File: src/rtl/shr_pkg.sv
// shr_pkg: shared defaults and FSM state type for the serial frame capture block
package shr_pkg;

   localparam int FRAME_BITS_DEF = 644;
   localparam int CNT_W_DEF      = 10;

   typedef enum logic [1:0] {
      IDLE,
      SHIFT,
      DONE
   } state_t;

endpackage

File: src/rtl/shr_frame_capture_sync_edge.sv
// sync_edge: 2-flop synchronizer with registered rise/fall detect and selectable reset level
module sync_edge #(
   parameter logic RST_VAL = 1'b0
) (
   input  logic clk_i,
   input  logic rst_i,
   input  logic d_i,
   output logic q_o,
   output logic rise_o,
   output logic fall_o
);

   logic s1_q, s2_q, s3_q, rise_q, fall_q;

   // synchronize, keep one cycle of history, and register the edge pulses
   always_ff @(posedge clk_i) begin
      if (rst_i) begin
         s1_q   <= RST_VAL;
         s2_q   <= RST_VAL;
         s3_q   <= RST_VAL;
         rise_q <= 1'b0;
         fall_q <= 1'b0;
      end else begin
         s1_q   <= d_i;
         s2_q   <= s1_q;
         s3_q   <= s2_q;
         rise_q <= s2_q & ~s3_q;
         fall_q <= ~s2_q & s3_q;
      end
   end

   assign q_o    = s2_q;
   assign rise_o = rise_q;
   assign fall_o = fall_q;

endmodule

File: src/rtl/shr_frame_capture.sv
// shr_frame_capture: capture a SYNC-framed serial word from an async DIN/SCLK pair and compare it to a reference
module shr_frame_capture
   import shr_pkg::*;
#(
   parameter int FRAME_BITS = FRAME_BITS_DEF,
   parameter int CNT_W      = CNT_W_DEF
) (
   input  logic                  clk_in,
   input  logic                  rst,
   input  logic                  sclk_in,
   input  logic                  din_in,
   input  logic                  syn_in,
   input  logic [FRAME_BITS-1:0] expected_in,
   output logic [FRAME_BITS-1:0] frame_out,
   output logic                  frame_valid,
   output logic [CNT_W-1:0]      bit_count,
   output logic                  len_err,
   output logic                  match,
   output logic                  busy,
   output logic [7:0]            frame_cnt
);

   localparam logic [CNT_W-1:0] FULL = CNT_W'(FRAME_BITS);
   localparam logic [CNT_W-1:0] SAT  = CNT_W'(FRAME_BITS + 1);

   state_t                state_q, state_d;
   logic                  sclk_rise, sclk_lvl_unused, sclk_fall_unused;
   logic                  syn_lvl, syn_rise, syn_fall;
   logic                  din_s1_q, din_s2_q, din_s3_q;
   logic [1:0]            prime_q, prime_d;
   logic                  armed_q, armed_d;
   logic [FRAME_BITS-1:0] sh_q, sh_d, frame_q, frame_d;
   logic [CNT_W-1:0]      cnt_q, cnt_d;
   logic                  len_q, len_d, match_q, match_d;
   logic [7:0]            fcnt_q, fcnt_d;
   logic                  enter, take, fin;

   sync_edge #(.RST_VAL(1'b0)) u_sclk (
      .clk_i  (clk_in),
      .rst_i  (rst),
      .d_i    (sclk_in),
      .q_o    (sclk_lvl_unused),
      .rise_o (sclk_rise),
      .fall_o (sclk_fall_unused)
   );

   sync_edge #(.RST_VAL(1'b1)) u_syn (
      .clk_i  (clk_in),
      .rst_i  (rst),
      .d_i    (syn_in),
      .q_o    (syn_lvl),
      .rise_o (syn_rise),
      .fall_o (syn_fall)
   );

   // din delay line: two synchronizer stages plus one to line up with the registered sclk edge
   always_ff @(posedge clk_in) begin
      if (rst) {din_s1_q, din_s2_q, din_s3_q} <= '0;
      else     {din_s1_q, din_s2_q, din_s3_q} <= {din_in, din_s1_q, din_s2_q};
   end

   // next state: a syn fall only starts a frame once syn has been genuinely seen high after reset
   always_comb begin
      state_d = state_q;
      case (state_q)
         IDLE:    state_d = (syn_fall && armed_q) ? SHIFT : IDLE;
         SHIFT:   state_d = syn_rise ? DONE : SHIFT;
         default: state_d = IDLE;
      endcase
   end

   // datapath next values; a capture coinciding with the syn rise lands in the published frame
   always_comb begin
      enter   = (state_q == IDLE) && (state_d == SHIFT);
      take    = (state_q == SHIFT) && sclk_rise;
      fin     = (state_q == SHIFT) && syn_rise;
      prime_d = (prime_q == 2'd2) ? prime_q : prime_q + 2'd1;
      armed_d = armed_q | ((prime_q == 2'd2) && syn_lvl);
      sh_d    = enter ? '0 : (take && cnt_q < FULL) ? {sh_q[FRAME_BITS-2:0], din_s3_q} : sh_q;
      cnt_d   = enter ? '0 : (take && cnt_q != SAT) ? cnt_q + CNT_W'(1) : cnt_q;
      frame_d = fin ? sh_d : frame_q;
      len_d   = fin ? (cnt_d != FULL) : len_q;
      match_d = fin ? ((cnt_d == FULL) && (sh_d == expected_in)) : match_q;
      fcnt_d  = fin ? fcnt_q + 8'd1 : fcnt_q;
   end

   // state and datapath registers
   always_ff @(posedge clk_in) begin
      if (rst) begin
         state_q <= IDLE;
         prime_q <= '0;
         armed_q <= 1'b0;
         sh_q    <= '0;
         cnt_q   <= '0;
         frame_q <= '0;
         len_q   <= 1'b0;
         match_q <= 1'b0;
         fcnt_q  <= '0;
      end else begin
         state_q <= state_d;
         prime_q <= prime_d;
         armed_q <= armed_d;
         sh_q    <= sh_d;
         cnt_q   <= cnt_d;
         frame_q <= frame_d;
         len_q   <= len_d;
         match_q <= match_d;
         fcnt_q  <= fcnt_d;
      end
   end

   assign frame_out   = frame_q;
   assign frame_valid = (state_q == DONE);
   assign bit_count   = cnt_q;
   assign len_err     = len_q;
   assign match       = match_q;
   assign busy        = (state_q == SHIFT);
   assign frame_cnt   = fcnt_q;

endmodule

File: config.mk
export PLATFORM = sky130hd
export DESIGN_NAME = shr_frame_capture
export DESIGN_NICKNAME = d
export VERILOG_FILES = /design/src/rtl/shr_pkg.sv /design/src/rtl/shr_frame_capture_sync_edge.sv /design/src/rtl/shr_frame_capture.sv
export SDC_FILE = /design/constraint.sdc
export NUM_CORES = 2
export LEC_CHECK = 0
export ABC_CLOCK_PERIOD_IN_PS = 6200
export CAP_MARGIN = 10
export CORE_AREA = 5 5 505 507
export CTS_CLUSTER_SIZE = 24
export DETAILED_ROUTE_END_ITERATION = 8
export DIE_AREA = 0 0 510 512
export PLACE_DENSITY = 0.5
export SYNTH_ARGS = -nofsm -noshare
export SYNTH_HDL_FRONTEND = slang
export SYNTH_SLANG_ARGS = --single-unit
File: constraint.sdc
create_clock -name clk_in -period 6.2 [get_ports clk_in]
set_clock_uncertainty 0.05 [all_clocks]
set_input_delay 1.55 -clock clk_in [delete_from_list [all_inputs] [get_ports clk_in]]
set_output_delay 1.55 -clock clk_in [all_outputs]
set_load 0.02 [all_outputs]
==> results.sh <==
export IMPL_postCtsSetupBuffers=0
export IMPL_grt_ovfl_total=0
export IMPL_numPortBuffers=1314
export IMPL_setup_viol=1
export IMPL_ant_nets=0
export IMPL_violations="max-capacitance violations, max-slew violations, negative setup slack"
export IMPL_dr_pass1_iters=6
export IMPL_clock_latency_ns=0.85
export IMPL_power_mw=20.4
export IMPL_vias_per_cell=5.51
export IMPL_drc=0
export IMPL_syn_area_um2=58300
export IMPL_core_um2=250000
export IMPL_max_clock_freq_mhz=159
export IMPL_required_ns=6.91
export IMPL_layout_common_cells="dfxtp_1, clkdlybuf4s50_1, nor2_1"
export IMPL_cts_buffers=165
export IMPL_cts_tree="yes"
export IMPL_synthDistinctLibCells=72
export IMPL_grt_pass1_wl_um=696000
export IMPL_synth_simple_area_share_pct=23.6
export IMPL_setup_tns_ns=-0.0763
export IMPL_synth_area_per_cell_um2=8.16
export IMPL_syn_to_final_growth_pct=45.0
export IMPL_rows=184
export IMPL_synth_top_family_by_area="simple AND/OR/NAND/NOR gates"
export IMPL_ys_warn_count=0
export IMPL_p_sw_share_pct=26.6
export IMPL_antenna_found_initial=253
export IMPL_cts_sinks=1325
export IMPL_maxCapViolCount=4
export IMPL_cts_path_max_buffers=3
export IMPL_seq_area_frac_synth_pct=45.5
export IMPL_layout_cells_non_filler=12275
export IMPL_power_switching_mw=5.41
export IMPL_status="finished, violations left"
export IMPL_hp_class="flip-flop to flip-flop"
export IMPL_drv_slew=4
export IMPL_synth_xor_xnor_area_share_pct=2.45
export IMPL_synth_fa_ha_area_share_pct=0.0859
export IMPL_synth_edf_count=0
export IMPL_arrival_ns=6.99
export IMPL_pre_cts_ws_ns=-0.167
export IMPL_final_core_util_pct=33.8
export IMPL_routedWlPerCell_um=45.8
export IMPL_slew_headroom_pct=-7.79
export IMPL_post_route_period_util_pct=101
export IMPL_num_vias=67677
export IMPL_multi_input_area_um2=29400
export IMPL_fin_ws_ns=-0.0763
export IMPL_crit_fanout=25
export IMPL_path_clk_slew_ns=0.07
export IMPL_die_w_um=510
export IMPL_cpMaxStageDelayCell="nor4_1"
export IMPL_regArea_um2=26500
export IMPL_fill_cells=26403
export IMPL_placed_cells=11850
export IMPL_min_period_ns=6.28
export IMPL_ir_drop_mv=0.263
export IMPL_io_pins=1315
export IMPL_die_h_um=512
export IMPL_cp_slowest_stage_delay_ns=0.90
export IMPL_muxShareOfSynthArea_pct=10.8
export IMPL_layout_drive_gt1_share_pct=11.1
export IMPL_power_frac_seq_pct=41.9
export IMPL_tightest_slew_ns=1.61
export IMPL_clockPowerShare_pct=50.2
export IMPL_critPathMostFrequentCell="nand4_1"
export IMPL_cp_end_kind="flip-flop"
export IMPL_finalHoldViolations=0
export IMPL_comb_power_share_pct=7.9
export IMPL_grt_max_degree=239
export IMPL_rsz0062_at_grt="false"
export IMPL_h_tree_depth=4
export IMPL_initial_core_util_pct=23.3
export IMPL_nets=9324
export IMPL_ctsRootBufferMaster="clkbuf_16"
export IMPL_synth_compound_gate_area_share_pct=12.9
export IMPL_synthArstFlopShare_pct=0
export IMPL_place_hpwl_um=474000
export IMPL_grt_pass1_vias=62157
export IMPL_worstSetupPathType="flip-flop to flip-flop"
export IMPL_grt_use_total_pct=41.0
export IMPL_p_leak_nw=29.2
export IMPL_powerDensity_nw_per_um2=241
export IMPL_final_common_cell="dfxtp_1"
export IMPL_cp_start_kind="flip-flop"
export IMPL_syn_num_nets=7791
export IMPL_synthFlopType="dfxtp_1"
export IMPL_cp_cell_sequence="or4_4, a221oi_4, buf_12, buf_12, buf_4, mux2i_1, o21ai_0, nand4_1, nor4_1, nand4_1, nor4_1, buf_4, nand4_1, o21ai_1"
export IMPL_globalplace_congestion=1.11
export IMPL_finalWirelength_um=562000
export IMPL_drtIter0Drc=9562
export IMPL_die_area_um2=261000
export IMPL_synth_cells=7138
export IMPL_ys_seq_elements=1325
export IMPL_intPower_mw=14.9
power by group through the flow:
| stage | combinational, mW | sequential, mW | clock (mW) |
|---|---|---|---|
| detailed placement | 1.55 | 8.72 | 0 |
| global placement | 1.56 | 8.72 | 0 |
| CTS | 1.56 | 8.53 | 10.3 |
| global route | 1.58 | 8.53 | 10.6 |
| finish | 1.61 | 8.53 | 10.2 |
| floorplan | 0.354 | 8.72 | 0 |
registers in the layout, summed over array words and instances, names as in the netlist, 2 cells and up:
signal and cells:
bit_count 10, state_q 2, prime_q 2, frame_out 644, frame_cnt 8, sh_q 644
cell type report:
type,count,share of cell area [%]
multi-input cells,5190,34.8
flip-flops and latches,1325,31.4
repair buffers,1928,21.6
clock buffers,232,5.58
well taps,3348,4.96
clock inverters,60,0.960
diodes,131,0.388
inverters,61,0.271
final timing paths:
| check | from | to | slack (ns) | cells past startpoint |
|---|---|---|---|---|
| max | bit_count[2] | match | -0.08 | 14 |
| min reg2reg | u_sclk.s3_q | u_sclk.rise_o | 0.35 | 1 |
| max reg2reg | bit_count[2] | match | -0.08 | 14 |
| min | u_sclk.s3_q | u_sclk.rise_o | 0.35 | 1 |
worst max-delay path, delay by kind of cell, from the launching register on:
family	cells	cell delay [ns]
muxes	1	0.25
AOI/OAI and AO/OA	3	1.30
buffers and inverters	4	1.16
and+or+nand+nor	6	2.81
DFF	1	0.46
cells in the mapped netlist, types with 12 or more instances:
library cell / number / area [um^2]
xor2_1: 121 / 1060
or4_1: 29 / 218
mux2_2: 15 / 169
nand3_1: 33 / 165
a21oi_1: 770 / 3850
o32ai_1: 14 / 123
o21ai_1: 12 / 60.1
or3_1: 169 / 1060
nor2_1: 1310 / 4920
inv_1: 61 / 229
o21ai_0: 396 / 1980
o21a_1: 28 / 210
nor2b_1: 14 / 87.6
a2111oi_0: 19 / 166
nand4_1: 143 / 895
o2111ai_1: 32 / 280
nor3_1: 673 / 3370
dfxtp_1: 1325 / 26500
mux2i_1: 611 / 6120
buf_6: 34 / 383
clkbuf_1: 417 / 1570
o31ai_1: 37 / 278
xnor2_1: 42 / 368
buf_4: 23 / 173
and2_1: 57 / 357
nor4_1: 82 / 513
nand2_1: 452 / 1700
or2_2: 12 / 75.1
buf_1: 77 / 289
timing repair:
item                       CTS  global route
hold buffers                 0             0
pin swaps                    0             0
gates resized for setup      1             1
setup endpoints to repair    1             1
kinds of logic (layout without fill, tap and decap cells):
| kind of cell | Yosys count | in the layout |
|---|---|---|
| and+or+nand+nor | 3027 | 3027 |
| AOI/OAI and AO/OA | 1370 | 1370 |
| DFF | 1325 | 1325 |
| muxes | 626 | 626 |
| buffers and inverters | 623 | 2281 |
| xor gates and xnor gates | 163 | 163 |
| adders and majority gates | 4 | 4 |
| other | 0 | 131 |
layer usage:
metal | share of wire, % | up-vias | track usage, %
li1 | - | 28154 | -
met1 | 41 | 34011 | 53.2
met2 | 42 | 4322 | 60.2
met3 | 9.0 | 1100 | 10.4
met4 | 7.8 | 90 | 26.4
met5 | 0.10 | - | 0
metrics by stage:
step | cell area, um^2 | hold WS, ns
3_5_place_dp | 78600 | 0.347
6_report | 84500 | 0.354
4_1_cts | 84100 | 0.353
5_1_grt | 84300 | 0.371
2_1_floorplan | 58300 | 0.317
3_3_place_gp | 78500 | 0.344
Note: power is estimated with default switching activity, not from simulation.
